===== src/rtl/axis_qmac.sv =====
// -----------------------------------------------------------------------------
// axis_qmac
// Pipelined signed Q16.16 multiply-accumulate: OUT = A*B + C.
// Accepts one operand triple per cycle. There is no backpressure. Each result
// appears exactly LATENCY cycles after its triple is accepted, and results
// leave in the order the triples arrived.
//
// Parameters
//   LATENCY    cycles from operand acceptance to OUT_TVALID (>= 4)
//   FRAC_BITS  fractional bits of the Q format (data width is fixed at 32)
//
// Ports
//   clk, rst                 clock, synchronous active-high reset
//   A/B/C_TDATA, _TVALID     operand streams; accepted only when all three valid
//   OUT_TDATA, OUT_TVALID    result and one-cycle strobe; data holds between strobes
//   IN_FLIGHT                accepted operations not yet presented on OUT
//   ERR                      sticky: a partial set of valids was seen
//
// Optional build macro QMAC_SAT_FLAG_EN
//   OUT_TUSER                per-result saturation flag, aligned with OUT_TVALID
//   SAT_SEEN                 sticky: some result saturated since reset
// -----------------------------------------------------------------------------
module axis_qmac #(
    parameter int LATENCY   = 8,
    parameter int FRAC_BITS = 16
) (
    input  logic                         clk,
    input  logic                         rst,
    input  logic [31:0]                  A_TDATA,
    input  logic                         A_TVALID,
    input  logic [31:0]                  B_TDATA,
    input  logic                         B_TVALID,
    input  logic [31:0]                  C_TDATA,
    input  logic                         C_TVALID,
    output logic [31:0]                  OUT_TDATA,
    output logic                         OUT_TVALID,
    output logic [$clog2(LATENCY+1)-1:0] IN_FLIGHT,
    output logic                         ERR
`ifdef QMAC_SAT_FLAG_EN
    ,
    output logic                         OUT_TUSER,
    output logic                         SAT_SEEN
`endif
);

    localparam int CNT_W = $clog2(LATENCY + 1);
    localparam int SUM_W = 64 - FRAC_BITS + 1;
    // S4 plus the pure delay stages. The last entry is the output register.
    localparam int NDLY = (LATENCY >= 4) ? LATENCY - 3 : 1;
    localparam logic [63:0] RND_K = 64'd1 << (FRAC_BITS - 1);

    if (LATENCY < 4) begin : g_latency_check
        $error("axis_qmac: LATENCY must be at least 4");
    end

    logic              accept;
    logic              partial;

    logic              s1_v_q, s1_v_d;
    logic [31:0]       s1_a_q, s1_a_d;
    logic [31:0]       s1_b_q, s1_b_d;
    logic [31:0]       s1_c_q, s1_c_d;

    logic              s2_v_q, s2_v_d;
    logic [63:0]       s2_prod_q, s2_prod_d;
    logic [31:0]       s2_c_q, s2_c_d;

    logic              s3_v_q, s3_v_d;
    logic [SUM_W-1:0]  s3_sum_q, s3_sum_d;

    logic [SUM_W-32:0] sum_upper;
    logic              in_range;
    logic              sat_hi;
    logic              sat_lo;
    logic [31:0]       s4_val;

    logic              stg_in_v [NDLY];
    logic [31:0]       stg_in_d [NDLY];
    logic              dly_v_q  [NDLY];
    logic              dly_v_d  [NDLY];
    logic [31:0]       dly_d_q  [NDLY];
    logic [31:0]       dly_d_d  [NDLY];

    logic [CNT_W-1:0]  in_flight_q, in_flight_d;
    logic              err_q, err_d;

`ifdef QMAC_SAT_FLAG_EN
    logic              stg_in_u [NDLY];
    logic              dly_u_q  [NDLY];
    logic              dly_u_d  [NDLY];
    logic              sat_seen_q, sat_seen_d;
`endif

    always_comb begin
        accept  = A_TVALID & B_TVALID & C_TVALID;
        partial = (A_TVALID | B_TVALID | C_TVALID) & ~accept;

        // S1: register operands
        s1_v_d = accept;
        s1_a_d = A_TDATA;
        s1_b_d = B_TDATA;
        s1_c_d = C_TDATA;

        // S2: full 64-bit signed product
        s2_v_d    = s1_v_q;
        s2_prod_d = 64'($signed(s1_a_q)) * 64'($signed(s1_b_q));
        s2_c_d    = s1_c_q;

        // S3: round half toward +inf, drop the fraction, then add C.
        // The arithmetic shift fills the top bit with the product sign,
        // so the truncated result is the correctly sign-extended sum term.
        s3_v_d   = s2_v_q;
        s3_sum_d = SUM_W'($signed(s2_prod_q + RND_K) >>> FRAC_BITS)
                 + {{(SUM_W - 32){s2_c_q[31]}}, s2_c_q};

        // S4 saturation: the value fits in 32 bits only when every bit above
        // bit 30 matches the sign bit.
        sum_upper = s3_sum_q[SUM_W-1:31];
        in_range  = (&sum_upper) | ~(|sum_upper);
        sat_hi    = ~in_range & ~s3_sum_q[SUM_W-1];
        sat_lo    = ~in_range &  s3_sum_q[SUM_W-1];
        s4_val    = sat_hi ? 32'h7FFF_FFFF :
                    sat_lo ? 32'h8000_0000 : s3_sum_q[31:0];

        // S4 and the delay line. Each stage loads data only with a valid,
        // so the final stage holds the last result between strobes.
        stg_in_v[0] = s3_v_q;
        stg_in_d[0] = s4_val;
        for (int k = 1; k < NDLY; k++) begin
            stg_in_v[k] = dly_v_q[k-1];
            stg_in_d[k] = dly_d_q[k-1];
        end
        for (int k = 0; k < NDLY; k++) begin
            dly_v_d[k] = stg_in_v[k];
            dly_d_d[k] = stg_in_v[k] ? stg_in_d[k] : dly_d_q[k];
        end

`ifdef QMAC_SAT_FLAG_EN
        stg_in_u[0] = sat_hi | sat_lo;
        for (int k = 1; k < NDLY; k++) begin
            stg_in_u[k] = dly_u_q[k-1];
        end
        for (int k = 0; k < NDLY; k++) begin
            dly_u_d[k] = stg_in_v[k] ? stg_in_u[k] : dly_u_q[k];
        end
        sat_seen_d = sat_seen_q | (stg_in_v[NDLY-1] & stg_in_u[NDLY-1]);
`endif

        // The count drops on the edge that loads a result into the output
        // register, so it reads zero while the last strobe is high.
        in_flight_d = in_flight_q;
        case ({accept, stg_in_v[NDLY-1]})
            2'b10:   in_flight_d = in_flight_q + CNT_W'(1);
            2'b01:   in_flight_d = in_flight_q - CNT_W'(1);
            default: in_flight_d = in_flight_q;
        endcase

        err_d = err_q | partial;

        if (rst) begin
            s1_v_d      = 1'b0;
            s1_a_d      = '0;
            s1_b_d      = '0;
            s1_c_d      = '0;
            s2_v_d      = 1'b0;
            s2_prod_d   = '0;
            s2_c_d      = '0;
            s3_v_d      = 1'b0;
            s3_sum_d    = '0;
            for (int k = 0; k < NDLY; k++) begin
                dly_v_d[k] = 1'b0;
                dly_d_d[k] = '0;
            end
            in_flight_d = '0;
            err_d       = 1'b0;
`ifdef QMAC_SAT_FLAG_EN
            for (int k = 0; k < NDLY; k++) begin
                dly_u_d[k] = 1'b0;
            end
            sat_seen_d  = 1'b0;
`endif
        end
    end

    always_ff @(posedge clk) begin
        s1_v_q      <= s1_v_d;
        s1_a_q      <= s1_a_d;
        s1_b_q      <= s1_b_d;
        s1_c_q      <= s1_c_d;
        s2_v_q      <= s2_v_d;
        s2_prod_q   <= s2_prod_d;
        s2_c_q      <= s2_c_d;
        s3_v_q      <= s3_v_d;
        s3_sum_q    <= s3_sum_d;
        dly_v_q     <= dly_v_d;
        dly_d_q     <= dly_d_d;
        in_flight_q <= in_flight_d;
        err_q       <= err_d;
`ifdef QMAC_SAT_FLAG_EN
        dly_u_q     <= dly_u_d;
        sat_seen_q  <= sat_seen_d;
`endif
    end

    assign OUT_TDATA  = dly_d_q[NDLY-1];
    assign OUT_TVALID = dly_v_q[NDLY-1];
    assign IN_FLIGHT  = in_flight_q;
    assign ERR        = err_q;
`ifdef QMAC_SAT_FLAG_EN
    assign OUT_TUSER  = dly_u_q[NDLY-1];
    assign SAT_SEEN   = sat_seen_q;
`endif

endmodule


===== config.mk =====
export PLATFORM = sky130hd
export DESIGN_NAME = axis_qmac
export DESIGN_NICKNAME = d
export VERILOG_FILES = /design/src/rtl/axis_qmac.sv
export SDC_FILE = /design/constraint.sdc
export NUM_CORES = 2
export LEC_CHECK = 0
export BUFFER_PORTS_ARGS = -buffer_cell sky130_fd_sc_hd__buf_2
export CORE_MARGIN = 2
export CORE_UTILIZATION = 51
export DETAILED_ROUTE_END_ITERATION = 7
export PLACE_DENSITY_LB_ADDON = 0.15
export REMOVE_ABC_BUFFERS = 1
export SLEW_MARGIN = 30
export SYNTH_ARGS = -nofsm -noshare
export SYNTH_HDL_FRONTEND = slang
export SYNTH_SLANG_ARGS = --single-unit

===== constraint.sdc =====
create_clock -name clk -period 7 [get_ports clk]
set_input_delay 1.05 -clock clk [delete_from_list [all_inputs] [get_ports clk]]
set_output_delay 1.05 -clock clk [all_outputs]
set_load 0.005 [all_outputs]

# Word-level counts from Yosys, hierarchy flattened
# Index checks and enable logic that the tools add are counted.
[classes] bitwise=13 n_eq_ne=2 n_mul=1 addsub=4 n_reduce_logical=3 n_lt_le_gt_ge=0 n_shift=0 n_mux=3 div=0
[op_table] operator="64-bit by 16-bit adder with 64-bit output (second input constant)" n=1
[op_table] operator="32-bit by 32-bit multiplier with 64-bit output" n=1
[op_table] operator="32-bit 2-to-1 mux" n=2
[op_table] operator="48-bit by 32-bit adder with 49-bit output" n=1
[op_table] operator="18-bit AND reduction" n=1
[op_table] operator="18-bit OR reduction" n=1
[op_table] operator="4-bit one-hot mux with 2 select lines" n=1
[op_table] operator="1-bit bitwise AND" n=5
[op_table] operator="4-bit by 1-bit adder with 4-bit output (second input constant)" n=1
[op_table] operator="1-bit inverter" n=4
[op_table] operator="1-bit bitwise OR" n=4
[op_table] operator="4-bit by 1-bit subtractor with 4-bit output (second input constant)" n=1
[op_table] operator="2-bit by 1-bit equality test with 1-bit output (second input constant)" n=1
[op_table] operator="2-bit equality test (second input constant)" n=1
[op_table] operator="2-bit nonzero test" n=1
[totals] wordCells=47 romBits=0 output_inout_bits=38 ram_bits=0 latch_bits=0 memories=0 reg_bits=414

# Longest topological paths before layout
[depth] word_depth=7 depth_mapped=29

# Worst setup path after synthesis
# Ideal clock, no wire load.
[synth_path] path_type="reg-to-reg" start="reg s1_b_q[2]" end="reg s2_prod_q[61]" path_buffers=2 required_ns=6.930 path_stages_with_launch=27 path_slack_ns=-0.628 setup_ns=0.070 arrival_time_ns=7.558 cell_sequence="dfxtp_1 > clkbuf_1 > nand2_1 > inv_1 > fa_1 > fa_1 > fa_1 > fa_1 > inv_1 > fa_1 > inv_1 > fa_1 > inv_1 > fa_1 > inv_1 > fa_1 > ha_1 > clkbuf_1 > nand2_1 > o21ai_0 > a21oi_1 > o21ai_0 > nand4_1 > nand2_1 > o21ai_0 > or2_2 > a21oi_1"
[synth_via] elab_chain_cells=1
[synth_rtl] element="start, declared" line="61" rtl="logic [31:0] s1_b_q, s1_b_d;"
[synth_rtl] element="start signal, assigned" line="188" rtl="s1_b_q <= s1_b_d;"
[synth_rtl] element="32-bit by 32-bit multiplier with 64-bit output" line="106" rtl="s2_prod_d = 64'($signed(s1_a_q)) * 64'($signed(s1_b_q));"
[synth_rtl] element="end signal, assigned" line="191" rtl="s2_prod_q <= s2_prod_d;"
[synth_rtl] element="end, declared" line="65" rtl="logic [63:0] s2_prod_q, s2_prod_d;"
# Every way passes these cells.
# A chain may end at the register's enable or synchronous reset.

# Final worst setup path
[layout_path] start="reg s1_b_q[7]" end="reg s2_prod_q[47]"
# Same word-level chain as after synthesis.

==> impl_metrics.env <==
export IMPL_synth_commonest_cells="sky130_fd_sc_hd__fa_1 (1083), sky130_fd_sc_hd__inv_1 (1001), sky130_fd_sc_hd__nand2_1 (558)"
export IMPL_area_delta_synth_final_pct=17.3
export IMPL_fill_cells=8635
export IMPL_die_h_um=321
export IMPL_die_w_um=321
export IMPL_h_tree_depth_reported_by_cts=2
export IMPL_worst_setup_hold_path_clk_slew_ns=0.06
export IMPL_num_nets_final=7163
export IMPL_run_status="complete, but fails checks"
export IMPL_timing_critical_path_fanout_max=8
export IMPL_worstSetupStartpointType="register"
export IMPL_synthFlopType="sky130_fd_sc_hd__dfxtp_1"
export IMPL_critical_path_slowest_cell="sky130_fd_sc_hd__fa_2"
export IMPL_setup_worst_path_start="s1_b_q[7]"
export IMPL_post_synth_top_area_cell="sky130_fd_sc_hd__fa_1"
export IMPL_static_leakage_power_nw=28.5
export IMPL_critical_path_class="register to register"
export IMPL_synth_top_cell_area_share_pct=42.4
export IMPL_max_slew_margin_pct=46.7
export IMPL_worst_path_dominant_cell_family="adder cells"
export IMPL_max_freq_mhz=138
export IMPL_setup_repair_after_global_routing_missed_its_margin="true"
export IMPL_initial_core_util_pct=51.3
export IMPL_failed_checks="negative setup slack"
export IMPL_hold_violations=0
export IMPL_max_slew_worst_pin_slew_ns=0.799
export IMPL_worst_hold_path_type="register to register"
export IMPL_hold_path_startpoint="s1_c_q[21]"
export IMPL_ys_warnings_count=0
export IMPL_finClkSkew_ns=0.0438
export IMPL_clock_latency_ns=0.64
export IMPL_grt_antenna_before_repair=4
export IMPL_grt_first_pass_wirelength_um=207000
export IMPL_synth_cell_type_count=62
export IMPL_final_hold_worst_slack_ns=0.438
export IMPL_post_route_min_period_ns=7.24
export IMPL_cp_common_cell="sky130_fd_sc_hd__fa_2"
export IMPL_yosys_top_cells_area="sky130_fd_sc_hd__fa_1 (42%), sky130_fd_sc_hd__dfxtp_1 (16%), sky130_fd_sc_hd__inv_1 (7.3%)"
export IMPL_critical_path_arrival_ns=7.77
export IMPL_synth_sequential_area_ratio_pct=15.6
export IMPL_synth_async_sr_flop_share_pct=0
export IMPL_detailedPlacementHpwl_um=104000
export IMPL_drc_errors=0
export IMPL_largest_net_degree_at_the_start_of_global_routing=151
export IMPL_final_max_slew_violation_count=0
export IMPL_cts_num_sinks=399
export IMPL_design_power_total_mw=27.3
export IMPL_cap_viol_max_count=0
export IMPL_routedWlPerCell_um=18.2
export IMPL_cts_tree="built"
export IMPL_vias=35947
export IMPL_crit_buf_inv=5
export IMPL_fin_ws_ns=-0.241
export IMPL_setup_viol_count_final=22
export IMPL_timing_critical_path_slowest_cell_delay_ns=0.58
export IMPL_mapped_cells=5388
export IMPL_core_region_area_mm2=0.0999
export IMPL_design_portCount=139
export IMPL_pwr_density_cell_mw_per_mm2=455
export IMPL_die_area_mm2=0.103
export IMPL_post_route_period_util_pct=103
export IMPL_portBuffers=138
export IMPL_synth_most_common_cell="sky130_fd_sc_hd__fa_1"
export IMPL_ys_seq_elements=399
export IMPL_grt_overflow=0
export IMPL_clockRootBuffer="sky130_fd_sc_hd__clkbuf_16"
export IMPL_antenna_violating_nets_post_route=0
export IMPL_worst_reg2reg_path_startpoint="s1_b_q[7]"
export IMPL_clock_tree_buffer_depth=3
export IMPL_drtIter0Drc=2033
export IMPL_drt_pass1_iterations=7
export IMPL_via_per_inst=5.08
export IMPL_post_route_cells_drive_above_1_share_pct=17.1
export IMPL_synth_edf_count=0
export IMPL_drt_total_wl_um=129000
export IMPL_track_usage_pct=25.5
export IMPL_rd_place_congestion=0.892
export IMPL_vdd_ir_drop_worst_mv=0.601
export IMPL_num_rows=116
export IMPL_cts_buf_count=47
export IMPL_first_global_vias=38298
export IMPL_timing_critical_path_to_type="register"
export IMPL_cp_cell_sequence="buf_12 > buf_8 > and2_4 > fa_1 > fa_2 > fa_1 > inv_1 > fa_2 > inv_2 > fa_1 > fa_2 > fa_2 > fa_2 > ha_4 > a21o_1 > a311oi_4 > o21ai_2 > a21oi_2 > buf_4 > nor4b_4 > o31a_1 > o21ai_2 > a41oi_2 > mux2_4"
export IMPL_cp_required_ns=7.53
export IMPL_synthesis_area_per_instance_um2=9.50
export IMPL_syn_area_mm2=0.0512
[timing repair]
action | CTS | global route
pin swaps | 140 | 106
gates cloned | 5 | 9
setup endpoints to repair | 35 | 40
gates resized for setup | 231 | 162
buffers inserted | 50 | 14
hold buffers | 0 | 0
[power by group]
group | total [mW] | switching [mW] | internal [mW]
Combinational | 22.1 | 11.3 | 10.8
Sequential | 2.77 | 0.170 | 2.60
Clock | 2.49 | 1.06 | 1.43
[worst reg2reg max path, stage by stage (launching register included)]
cell and delay, ns:
sky130_fd_sc_hd__dfxtp_4 0.37, sky130_fd_sc_hd__buf_12 0.15, sky130_fd_sc_hd__buf_8 0.14, sky130_fd_sc_hd__and2_4 0.16, sky130_fd_sc_hd__fa_1 0.53, sky130_fd_sc_hd__fa_2 0.45, sky130_fd_sc_hd__fa_1 0.50, sky130_fd_sc_hd__inv_1 0.05
sky130_fd_sc_hd__fa_2 0.58, sky130_fd_sc_hd__inv_2 0.05, sky130_fd_sc_hd__fa_1 0.55, sky130_fd_sc_hd__fa_2 0.45, sky130_fd_sc_hd__fa_2 0.55, sky130_fd_sc_hd__fa_2 0.45, sky130_fd_sc_hd__ha_4 0.18, sky130_fd_sc_hd__a21o_1 0.20
sky130_fd_sc_hd__a311oi_4 0.24, sky130_fd_sc_hd__o21ai_2 0.13, sky130_fd_sc_hd__a21oi_2 0.14, sky130_fd_sc_hd__buf_4 0.16, sky130_fd_sc_hd__nor4b_4 0.21, sky130_fd_sc_hd__o31a_1 0.25, sky130_fd_sc_hd__o21ai_2 0.11, sky130_fd_sc_hd__a41oi_2 0.22
sky130_fd_sc_hd__mux2_4 0.32
[per-layer routing]
metal / routed length [um] / up-vias / GRT usage, %
li1: - / 16761 / -
met1: 59500 / 18133 / 36.7
met2: 57000 / 897 / 39.4
met3: 9210 / 152 / 5.69
met4: 2810 / 4 / 6.02
met5: 23 / - / 0
[logic make-up after synthesis]
group / share of synthesized area [%]
and+or+nand+nor: 16.4
buffers and inverters: 9.89
adders and majority gates: 48.0
DFF: 15.6
AOI/OAI and AO/OA: 4.89
xor gates and xnor gates: 2.48
muxes: 2.65
[area by class of cell]
cell class,instances,area [um^2],share of cell area [%]
diodes,2,5.00,0.00834
clock buffers,60,1330,2.21
clock inverters,21,236,0.394
inverters,1001,3760,6.26
multi-input cells,3672,39200,65.4
flip-flops and latches,399,8090,13.5
well taps,1298,1620,2.71
repair buffers,626,5760,9.59
[cells in the final DEF, fill, tap and decap left out, types with 129 or more instances in the layout]
cell type	n
sky130_fd_sc_hd__mux2i_1	129
sky130_fd_sc_hd__nor2_1	309
sky130_fd_sc_hd__nor2b_1	152
sky130_fd_sc_hd__and2_1	502
sky130_fd_sc_hd__ha_1	210
sky130_fd_sc_hd__fa_1	1023
sky130_fd_sc_hd__buf_2	137
sky130_fd_sc_hd__nand2_1	542
sky130_fd_sc_hd__buf_4	353
sky130_fd_sc_hd__dfxtp_1	362
sky130_fd_sc_hd__inv_1	971
[stage by stage]
| step | TNS [ns] | worst slack, ns | cell area [um^2] | utilization (%) | cells |
|---|---|---|---|---|---|
| floorplan | -7.53 | -0.729 | 49900 | - | 5072 |
| global placement | -7.49 | -0.495 | 56200 | 56.3 | 6924 |
| detailed placement | -10.39 | -0.585 | 56200 | 56.3 | 6924 |
| CTS | -1.23 | -0.139 | 59100 | 59.2 | 7057 |
| global route | -8.27 | -0.434 | 60000 | 60.1 | 7078 |
| finish | -2.30 | -0.241 | 60000 | 60.1 | 7079 |
[registers in the layout (all words and copies together) (netlist names)]
| register | count |
|---|---|
| dly_d_q | 128 |
| s2_prod_q | 49 |
| s3_sum_q | 49 |
| OUT_TDATA | 32 |
| s1_a_q | 32 |
| s1_b_q | 32 |
| s1_c_q | 32 |
| s2_c_q | 32 |
| IN_FLIGHT | 4 |
| dly_v_q | 4 |
| ERR | 1 |
| OUT_TVALID | 1 |
| s1_v_q | 1 |
| s2_v_q | 1 |
| s3_v_q | 1 |
[worst paths after layout]
| check | slack, ns | to | cells past startpoint |
|---|---|---|---|
| worst min-delay path | 0.44 | s2_c_q[21] | 1 |
| worst min register to register | 0.44 | s2_c_q[21] | 1 |
| worst max-delay path | -0.24 | s2_prod_q[47] | 24 |
| worst max register to register | -0.24 | s2_prod_q[47] | 24 |
No activity file was read; power rests on OpenSTA's default activity.
